===== src/rtl/inst_uart_loader_if.sv =====
// Instruction-memory load bus between the UART loader and its environment.
// The loader side is the master: it consumes en/rxd and drives the write port and status.
interface inst_uart_loader_if #(
    parameter int ADDR_W = 14
);
    logic              en;
    logic              rxd;
    logic              we;
    logic [ADDR_W-1:0] waddr;
    logic [31:0]       wdata;
    logic              done;
    logic              err;
    logic [ADDR_W:0]   word_count;

    modport master (
        input  en, rxd,
        output we, waddr, wdata, done, err, word_count
    );

    modport slave (
        output en, rxd,
        input  we, waddr, wdata, done, err, word_count
    );
endinterface


===== src/rtl/inst_uart_loader.sv =====
// UART (8N1, LSB-first) program loader: packs received bytes big-endian into 32-bit words
// and writes them to consecutive instruction-memory addresses until the end marker arrives.
module inst_uart_loader #(
    parameter int          CLK_PER_HALF_BIT = 434,
    parameter int          ADDR_W           = 14,
    parameter logic [31:0] END_WORD         = 32'h0000_003F
) (
    input  logic                clk,
    input  logic                rstn,
    inst_uart_loader_if.master  bus
);
    localparam int BIT_CYC = 2 * CLK_PER_HALF_BIT;
    localparam int CNT_W   = $clog2(BIT_CYC);
    localparam logic [CNT_W-1:0]  HALF_LAST = CNT_W'(CLK_PER_HALF_BIT - 1);
    localparam logic [CNT_W-1:0]  BIT_LAST  = CNT_W'(BIT_CYC - 1);
    localparam logic [ADDR_W:0]   MEM_WORDS = {1'b1, {ADDR_W{1'b0}}};

    typedef enum logic [1:0] {
        S_IDLE,
        S_START,
        S_DATA,
        S_STOP
    } rx_state_e;

    logic [1:0]        sync_q;
    logic              rxs;
    rx_state_e         state_q, state_d;
    logic [CNT_W-1:0]  cnt_q, cnt_d;
    logic [2:0]        bi_q, bi_d;
    logic [7:0]        sh_q, sh_d;
    logic              byte_valid_q, byte_valid_d;
    logic              frame_err;

    logic [1:0]        bidx_q, bidx_d;
    logic [31:0]       word_q, word_d;
    logic              word_rdy_q, word_rdy_d;
    logic              we_q, we_d;
    logic [ADDR_W-1:0] waddr_q, waddr_d;
    logic [31:0]       wdata_q, wdata_d;
    logic              done_q, done_d;
    logic              err_q, err_d;
    logic [ADDR_W:0]   wc_q, wc_d;

    assign rxs = sync_q[1];

    // NOTE: every always_comb output gets a default first, so no path can infer a latch.
    always_comb begin
        state_d      = state_q;
        cnt_d        = cnt_q + CNT_W'(1);
        bi_d         = bi_q;
        sh_d         = sh_q;
        byte_valid_d = 1'b0;
        frame_err    = 1'b0;
        case (state_q)
            S_IDLE: begin
                cnt_d = '0;
                if (!rxs) state_d = S_START;
            end
            S_START: begin
                // Mid-start-bit re-check rejects short glitches on the line.
                if (cnt_q == HALF_LAST) begin
                    cnt_d   = '0;
                    bi_d    = 3'd0;
                    state_d = rxs ? S_IDLE : S_DATA;
                end
            end
            S_DATA: begin
                if (cnt_q == BIT_LAST) begin
                    cnt_d = '0;
                    sh_d  = {rxs, sh_q[7:1]};
                    if (bi_q == 3'd7) state_d = S_STOP;
                    else              bi_d    = bi_q + 3'd1;
                end
            end
            S_STOP: begin
                if (cnt_q == BIT_LAST) begin
                    cnt_d        = '0;
                    state_d      = S_IDLE;
                    byte_valid_d = rxs;
                    frame_err    = !rxs;
                end
            end
            default: state_d = S_IDLE;
        endcase
    end

    always_comb begin
        bidx_d     = bidx_q;
        word_d     = word_q;
        word_rdy_d = 1'b0;
        we_d       = 1'b0;
        waddr_d    = waddr_q;
        wdata_d    = wdata_q;
        done_d     = done_q;
        err_d      = err_q | frame_err;
        wc_d       = wc_q;
        if (!bus.en) begin
            bidx_d = 2'd0;
        end else if (byte_valid_q && !done_q) begin
            word_d     = {word_q[23:0], sh_q};
            bidx_d     = bidx_q + 2'd1;
            word_rdy_d = (bidx_q == 2'd3);
        end
        // A completed word is acted on one cycle after its last byte is absorbed.
        if (word_rdy_q && bus.en && !done_q) begin
            if (word_q == END_WORD) begin
                done_d = 1'b1;
            end else if (wc_q == MEM_WORDS) begin
                err_d = 1'b1;
            end else begin
                we_d    = 1'b1;
                waddr_d = wc_q[ADDR_W-1:0];
                wdata_d = word_q;
                wc_d    = wc_q + (ADDR_W+1)'(1);
            end
        end
    end

    // NOTE: sequential state uses non-blocking assignments so all flops update together.
    always_ff @(posedge clk) begin
        if (!rstn) begin
            sync_q       <= 2'b11;
            state_q      <= S_IDLE;
            cnt_q        <= '0;
            bi_q         <= 3'd0;
            sh_q         <= 8'd0;
            byte_valid_q <= 1'b0;
            bidx_q       <= 2'd0;
            word_q       <= 32'd0;
            word_rdy_q   <= 1'b0;
            we_q         <= 1'b0;
            waddr_q      <= '0;
            wdata_q      <= 32'd0;
            done_q       <= 1'b0;
            err_q        <= 1'b0;
            wc_q         <= '0;
        end else begin
            sync_q       <= {sync_q[0], bus.rxd};
            state_q      <= state_d;
            cnt_q        <= cnt_d;
            bi_q         <= bi_d;
            sh_q         <= sh_d;
            byte_valid_q <= byte_valid_d;
            bidx_q       <= bidx_d;
            word_q       <= word_d;
            word_rdy_q   <= word_rdy_d;
            we_q         <= we_d;
            waddr_q      <= waddr_d;
            wdata_q      <= wdata_d;
            done_q       <= done_d;
            err_q        <= err_d;
            wc_q         <= wc_d;
        end
    end

    assign bus.we         = we_q;
    assign bus.waddr      = waddr_q;
    assign bus.wdata      = wdata_q;
    assign bus.done       = done_q;
    assign bus.err        = err_q;
    assign bus.word_count = wc_q;
endmodule


===== src/flat_wrapper.sv =====
// flat-port wrapper written by rule: the top's interface ports become plain ports
module inst_uart_loader_flat 
#(
    parameter int          CLK_PER_HALF_BIT = 434,
    parameter int          ADDR_W           = 14,
    parameter logic [31:0] END_WORD         = 32'h0000_003F
)
  (clk, rstn, bus_en, bus_rxd, bus_we, bus_waddr, bus_wdata, bus_done, bus_err, bus_word_count);
  inst_uart_loader_if #(.ADDR_W(ADDR_W)) bus_i ();
  input  logic clk;
  input  logic rstn;
  input wire logic [$bits(bus_i.en)-1:0] bus_en;
  input wire logic [$bits(bus_i.rxd)-1:0] bus_rxd;
  output wire logic [$bits(bus_i.we)-1:0] bus_we;
  output wire logic [$bits(bus_i.waddr)-1:0] bus_waddr;
  output wire logic [$bits(bus_i.wdata)-1:0] bus_wdata;
  output wire logic [$bits(bus_i.done)-1:0] bus_done;
  output wire logic [$bits(bus_i.err)-1:0] bus_err;
  output wire logic [$bits(bus_i.word_count)-1:0] bus_word_count;
  assign bus_i.en = bus_en;
  assign bus_i.rxd = bus_rxd;
  assign bus_we = bus_i.we;
  assign bus_waddr = bus_i.waddr;
  assign bus_wdata = bus_i.wdata;
  assign bus_done = bus_i.done;
  assign bus_err = bus_i.err;
  assign bus_word_count = bus_i.word_count;
  inst_uart_loader #(.CLK_PER_HALF_BIT(CLK_PER_HALF_BIT), .ADDR_W(ADDR_W), .END_WORD(END_WORD)) u_core (.clk(clk), .rstn(rstn), .bus(bus_i));
endmodule

===== config.mk =====
export PLATFORM = sky130hd
export DESIGN_NAME = inst_uart_loader_flat
export DESIGN_NICKNAME = d
export VERILOG_FILES = /design/src/rtl/inst_uart_loader_if.sv /design/src/rtl/inst_uart_loader.sv /design/src/flat_wrapper.sv
export SDC_FILE = /design/constraint.sdc
export NUM_CORES = 1
export LEC_CHECK = 0
export ABC_AREA = 1
export CAP_MARGIN = 5
export CORE_MARGIN = 10
export CORE_UTILIZATION = 59
export CTS_CLUSTER_DIAMETER = 30
export DETAILED_ROUTE_END_ITERATION = 10
export PLACE_DENSITY = 0.84
export SLEW_MARGIN = 20
export SYNTH_ARGS = -nofsm -noshare
export SYNTH_HDL_FRONTEND = slang
export SYNTH_SLANG_ARGS = --single-unit

===== constraint.sdc =====
create_clock -name clk -period 2.9 [get_ports clk]
set_clock_uncertainty 0.1 [all_clocks]
set_input_delay 0.58 -clock clk [delete_from_list [all_inputs] [get_ports clk]]
set_output_delay 0.58 -clock clk [all_outputs]
set_load 0.01 [all_outputs]

* Word-level counts from Yosys, hierarchy flattened
Cells that the tools add are included.
** Cells by class
- Eq/ne operators :: 15
- Multiply operators :: 0
- Reductions and logical operators :: 18
- Add/subtract/negate cells :: 4
- Multiplexer cells :: 20
- Div/mod/pow operators :: 0
- Shifts and indexed selects :: 0
- $lt $le $gt $ge :: 0
- Bitwise gates (word level) :: 5
** Operator list (number)
- == test 32 x 6 -> 1 bit, second input constant :: 1
- one-hot mux 10 bit (3 select lines) :: 1
- two-way mux 10 bit :: 2
- adder 15 x 1 -> 15 bit, second input constant :: 1
- == test 15 bit, second input constant :: 1
- two-way mux 2 bit :: 6
- adder 10 x 1 -> 10 bit, second input constant :: 1
- == test 10 bit, second input constant :: 1
- == test 10 x 9 -> 1 bit, second input constant :: 1
- two-way mux 3 bit :: 3
- AND reduction 3 bit :: 3
- inequality test 2 x 1 -> 1 bit, second input constant :: 4
- one-hot mux 2 bit (4 select lines) :: 1
- AND reduction 2 bit :: 4
- == test 2 bit, second input constant :: 3
- two-way mux 1 bit :: 6
- one-hot mux 3 bit (2 select lines) :: 1
- AND reduction 5 bit :: 1
- inequality test 2 bit, second input constant :: 2
- inverter 1 bit :: 4
- AND reduction 4 bit :: 1
- adder 3 x 1 -> 3 bit, second input constant :: 1
- == test 3 bit, second input constant :: 1
- logical AND 1 bit :: 3
- other kinds (8) :: 9
** Word-level totals
- RAM bits :: 0
- Memories :: 0
- ROM bits :: 0
- Bits in registers :: 125
- Input bits :: 4
- Word-level logic and storage cells :: 77
- Output and inout port bits :: 64
- Bits in latches :: 0

* Logic depth before layout (Yosys ltp)
Gate-level depths: netlist of run 1.
- Word-level depth :: 7
- Gate-level depth with buffers :: 13
- Mapped depth without buffers :: 13

* Least setup slack after synthesis of run 1
OpenSTA, ideal clock, no wires.
- Kind :: reg-to-reg
- Start point :: register u_core.wc_q[0] (netlist: u_core.bus.word_count[0])
- End point :: register u_core.wdata_q[16] (netlist: u_core.bus.wdata[16])
- Arrival time :: 1.522 ns
- Path slack :: 1.163 ns
- Cell stages (with the launch flop) :: 10
- Required time :: 2.684 ns
- Setup time :: 0.116 ns
- Cells stage by stage :: dfxtp_1 -> inv_1 -> ha_1 -> nand4_1 -> nor2_1 -> a21oi_4 -> nand2_8 -> buf_6 -> o21ai_0 -> nor2_1
** Between the ends
- Word-level cells in the longest chain between the ends :: 3
** Ends and longest elaborated chain
- from (decl) :: line inst_uart_loader.sv:42 : logic [ADDR_W:0] wc_q, wc_d;
- from (signal assigned) :: line inst_uart_loader.sv:152 : wc_q <= wc_d;
- == test 15 bit :: line inst_uart_loader.sv:108 : end else if (wc_q == MEM_WORDS) begin
- inverter 1 bit (no line)
- AND reduction 3 bit (no line)
- to (signal assigned) :: line inst_uart_loader.sv:149 : wdata_q <= wdata_d;
- to (decl) :: line inst_uart_loader.sv:39 : logic [31:0] wdata_q, wdata_d;
Every way passes these cells.
A chain may end at the register's enable or synchronous reset.

* Worst setup path after layout of run 1
- Start point :: register u_core.wc_q[2] (netlist: u_core.bus.word_count[2])
- End point :: output bus_word_count[2]
** RTL lines
- to (decl) :: line flat_wrapper.sv:19 : output wire logic [$bits(bus_i.word_count)-1:0] bus_word_count;
No word-level cell between the ends.

==> impl_metrics.ini, run 1 <==
[sta]
fmax_mhz = 436
post-route-period-util = 0.791
rsz0062_at_grt = no
hold_violations = 0
setup_viol = 0
fin_crit_ps = 2290
fin_tns_setup_ps = 0
tightest_slew_ps = 610
slew_headroom = 0.593
slew_viol_final = 0

[routing]
via_per_inst = 5.31
dr_total_vias = 4586
drt-initial-drc-count = 276
routed_wl_um = 11900
first_pass_iters = 5
wl_per_cell_um = 13.8
drc_errors = 0
ant_nets = 0

[yosys]
ys_ff_latch = 125
yosysWarnings = 0
syn_area_um2 = 5200
synth_cell_types = 34
ys.flop_type = dfxtp_1
ys_seq_area_frac = 0.481
synthCells = 687
postSynthAreaPerCell_um2 = 7.57
async_flop_share = 0
synth_nets = 698
synth-edff-count = 0

[clock_tree]
hold_buffers = 0
cts_tree = done
path_clk_slew_ps = 60
cts_made_buffers = 17
cts_setup_buffers = 0
clk_latency_ps = 520
numClockSinks = 125
cts_root_buf = clkbuf_8
cts_buffer_depth = 2
cts_repair_resize_count = 0
h-tree-depth = 4

[setup_path]
cp.depth = 1
r2r-start = u_core.word_q[0]
cp_max_fo = 8
rr_endpoint = u_core.bus.wdata[18]
crit_start = u_core.bus.word_count[2]
cpPeakStageDelay_ps = 600
end_kind = output pin
slowest_stage = clkdlybuf4s50_1
cp_cell_sequence = clkdlybuf4s50_1
critical_path_class = reg -> out
cp_top_family = buffers and inverters
worstPathRequired_ps = 2220
r2r_slack_ps = 640
cp-start-kind = register
cp_num_buf_inv = 1
rr_worst_depth = 9
cp.arrival_ps = 1610

[grt]
grt_max_degree = 64
grt_overflow = 0
antenna_found_initial = 0
grt_pass1_vias = 4585
grt_pass1_wl_um = 20700
grt_usage = 0.190

[cells_and_area]
area_growth_pct = 23.6
diodes = 0
layout.cells.most_common = nor2_1
final_cell_mix = nor2_1 (142), dfxtp_1 (125), nand2_1 (104), clkdlybuf4s50_1 (66), a21oi_1 (61)
layout.nets = 754
drive_above_1_share = 0.0662
fin_area_um2 = 6420

[floorplanning]
start_util = 0.602
rows = 34
dieWidth_um = 114
pin_count = 68
core-area_um2 = 8640
die_y_um = 114
die_area_um2 = 13000

[hold_path]
min_path_type = reg -> reg
holdPathEnd = u_core.sync_q[1]
hold_path.startpoint = u_core.sync_q[0]
min_path_cells = 1

[placement]
placed_cell_area_um2 = 5800
gp_congestion = 0.890
hpwl_um = 7960
io_buffers = 67

[power]
p_clk_frac = 0.544
pwr-share-comb = 0.029
p_int_uw = 3180
power_frac_seq = 0.426
p_switching_uw = 905
swShare = 0.222
p_per_area_nw_per_um2 = 636
leakagePower_uw = 0.00236
ir_drop_mv = 0.403

[run_status]
status = finished, final reports clean

[flow_run]
cap_viol_max_count = 0
==> cell usage after synthesis, types with 2 or more instances <==
library cell	count	share of area
buf_2	5	0.0048
o21ai_1	13	0.013
buf_6	6	0.013
inv_1	47	0.034
a21oi_1	61	0.059
nor3_1	13	0.013
o21ai_0	56	0.054
nand4_1	4	0.0048
nor2_1	142	0.10
buf_4	3	0.0043
or2_2	2	0.0024
dfxtp_1	125	0.48
clkbuf_1	18	0.013
nand3_1	45	0.043
xnor2_1	2	0.0034
buf_8	4	0.012
ha_1	7	0.017
xor2_1	15	0.025
nand2_1	104	0.075
==> logic make-up after synthesis <==
group                      count (synthesis)  synth area share
AOI/OAI and AO/OA                        132             0.130
xor gates and xnor gates                  17            0.0286
adders and majority gates                  7            0.0169
buffers and inverters                     87            0.0852
DFF                                      125             0.481
and+or+nand+nor                          319             0.258
==> metal layers <==
layer	global-route usage	share of wire	vias up
met5	0	0	-
met2	0.323	0.50	141
met1	0.215	0.42	2101
met4	0.0777	0.014	0
met3	0.0609	0.069	20
li1	-	-	2324
==> stage by stage <==
step | util | setup WS [ps] | hold WS (ps) | cells | power (uW)
2_1_floorplan | - | 1160 | 293 | 687 | 1870
3_3_place_gp | 0.672 | 593 | 298 | 832 | 1890
3_5_place_dp | 0.672 | 507 | 319 | 832 | 1900
4_1_cts | 0.744 | 577 | 334 | 863 | 4100
5_1_grt | 0.744 | 366 | 357 | 863 | 4210
6_report | 0.744 | 606 | 327 | 863 | 4080
==> sequential cells by signal, indices dropped and copies added (netlist names), 2 cells and up, named ones only <==
name and cells:
u_core.bi_q 3, u_core.sh_q 8, u_core.word_q 32, u_core.bus.word_count 15, u_core.sync_q 2, u_core.bidx_q 2
u_core.cnt_q 10, u_core.bus.waddr 14, u_core.bus.wdata 32
==> worst max-delay path by stage <==
stage / slack [ps] / end
finish: 610 / bus_word_count[2]
global route: 370 / u_core.bus.wdata[18]
detailed placement: 510 / u_core.bus.waddr[12]
global placement: 590 / u_core.bus.wdata[0]
CTS: 580 / bus_word_count[2]
floorplan: 1160 / u_core.bus.wdata[16]
==> area by class of cell <==
class                           count  area [um^2]
Clock buffer                       17          414
Clock inverter                     14          206
Fill cell                         617         2210
Inverter                           50          195
Multi-Input combinational cell    475         2250
Sequential cell                   125         2500
Tap cell                          108          135
Timing Repair Buffer               74          718
==> power groups by stage <==
stage	registers, uW	clock network, uW	logic [uW]
after detailed placement	1780	0	117
after global routing	1740	2330	139
after floorplan	1770	0	98.3
final	1740	2220	120
after global placement	1780	0	111
after CTS	1740	2240	119
No activity file was read; power rests on OpenSTA's default activity.
==> inputs of run 2 (changes only) <==
--- a/config.mk
+++ b/config.mk
@@ -8,10 +8,10 @@
 export ABC_AREA = 1
 export CAP_MARGIN = 5
 export CORE_MARGIN = 10
-export CORE_UTILIZATION = 59
+export CORE_UTILIZATION = 55
 export CTS_CLUSTER_DIAMETER = 30
 export DETAILED_ROUTE_END_ITERATION = 10
-export PLACE_DENSITY = 0.84
+export PLACE_DENSITY = 0.79
 export SLEW_MARGIN = 20
 export SYNTH_ARGS = -nofsm -noshare
 export SYNTH_HDL_FRONTEND = slang
==> constraint.sdc (replaced) <==
create_clock -name clk -period 2.2 [get_ports clk]
set_clock_uncertainty 0.1 [all_clocks]
set_input_delay 0.44 -clock clk [delete_from_list [all_inputs] [get_ports clk]]
set_output_delay 0.44 -clock clk [all_outputs]
set_load 0.01 [all_outputs]
==> impl_metrics.ini, run 2 (synthesized netlist as in run 1, its figures left out) <==
[grt]
grt_pass1_wl_um = 20300
grt_overflow = 0
antenna_found_initial = 0
grt_pass1_vias = 4578
grt_usage = 0.183
grt_max_degree = 49

[sta]
setup_viol = 0
tightest_slew_ps = 483
hold_violations = 0
post-route-period-util = 0.971
fin_crit_ps = 2140
fin_tns_setup_ps = 0
rsz0062_at_grt = no
slew_headroom = 0.678
fmax_mhz = 468
slew_viol_final = 0
hold_ws_ps = 316

[setup_path]
rr_endpoint = u_core.bus.wdata[15]
r2r_slack_ps = 170
worstPathRequired_ps = 1660
rr_worst_depth = 9
end_kind = output pin
cp_max_fo = 7
cp.depth = 1
cpPeakStageDelay_ps = 600
cp_cell_sequence = clkdlybuf4s50_1
critical_path_class = reg -> out
crit_start = u_core.bus.word_count[1]
cp_num_buf_inv = 1
crit_end = bus_word_count[1]
r2r-start = u_core.bus.word_count[0]
cp.arrival_ps = 1600
slowest_stage = clkdlybuf4s50_1
cp-start-kind = register
cp_top_family = buffers and inverters

[cells_and_area]
layout.cells.most_common = nor2_1
instances_no_fill = 888
nFillCells = 717
layout.nets = 757
final_cell_mix = nor2_1 (142), dfxtp_1 (121), nand2_1 (104), clkdlybuf4s50_1 (66), a21oi_1 (61)
area_growth_pct = 25.9
diodes = 0
drive_above_1_share = 0.0764

[power]
p_clk_frac = 0.555
ir_drop_mv = 0.504
leakagePower_uw = 0.00241
power_frac_seq = 0.416
p_switching_uw = 1130
pwr-share-comb = 0.029
p_int_uw = 4390
swShare = 0.205
p_per_area_nw_per_um2 = 844

[floorplanning]
pin_count = 68
die_area_um2 = 13700
dieWidth_um = 117
start_util = 0.562
core-area_um2 = 9240
die_y_um = 117
rows = 35

[clock_tree]
cts_setup_buffers = 0
h-tree-depth = 4
cts_tree = done
cts_made_buffers = 17
clk_latency_ps = 520
cts_buffer_depth = 2
cts_root_buf = clkbuf_8
numClockSinks = 125
hold_buffers = 0
cts_repair_resize_count = 0
path_clk_slew_ps = 60

[placement]
io_buffers = 67
place_inst = 856
gp_congestion = 0.858
hpwl_um = 8120

[routing]
drc_errors = 0
routed_wl_um = 12100
first_pass_iters = 5
wl_per_cell_um = 13.6
drt-initial-drc-count = 259
ant_nets = 0
via_per_inst = 5.20
dr_total_vias = 4621

[run_status]
status = finished, final reports clean

[flow_run]
cap_viol_max_count = 0

[hold_path]
min_path_type = reg -> reg
==> run 2: cell types whose count changed in the layout (fill, tap and decap cells not counted), moves of 2 or more <==
| cell | before | now |
|---|---|---|
| clkbuf_8 | 1 | 4 |
| inv_6 | 5 | 3 |
| dfxtp_2 | 0 | 4 |
| dfxtp_1 | 125 | 121 |
| buf_12 | 0 | 2 |
==> run 2: metrics by stage <==
step	worst slack (ps)	power (uW)	cell area [um^2]	util
floorplan	463	2460	5200	-
global placement	188	2490	5880	0.636
detailed placement	25.6	2500	5880	0.636
CTS	17.7	5550	6540	0.708
global route	4.66	5670	6540	0.708
finish	64.1	5520	6540	0.708
==> run 2: power groups by stage <==
stage                     Sequential (uW)  Combinational [uW]  Clock [uW]
final                                2300                 160        3070
after global routing                 2300                 186        3190
after CTS                            2300                 159        3100
after detailed placement             2350                 157           0
after global placement               2340                 148           0
after floorplan                      2330                 130           0
==> run 2: worst min-delay path by stage <==
stage / from / to / cells past startpoint
after floorplan: u_core.sync_q[0] / u_core.sync_q[1] / 1
after global placement: u_core.sync_q[0] / u_core.sync_q[1] / 1
after detailed placement: u_core.sync_q[0] / u_core.sync_q[1] / 1
after CTS: rstn / u_core.bus.waddr[11] / 4
after global routing: rstn / u_core.bus.waddr[11] / 4
final: u_core.sync_q[0] / u_core.sync_q[1] / 1
==> run 2: layer usage <==
layer,vias to the layer above,part of all wire,global-route usage
li1,2336,-,-
met1,2122,0.42,0.200
met2,141,0.50,0.325
met3,22,0.063,0.0535
met4,0,0.015,0.0758
met5,-,0,0
==> run 2: layout make-up <==
type	count	area, um^2	share of cell area
flip-flops and latches	125	2510	0.383
multi-input cells	475	2250	0.344
repair buffers	77	766	0.117
clock buffers	20	455	0.0696
clock inverters	12	206	0.0315
inverters	50	195	0.0298
well taps	129	161	0.0247
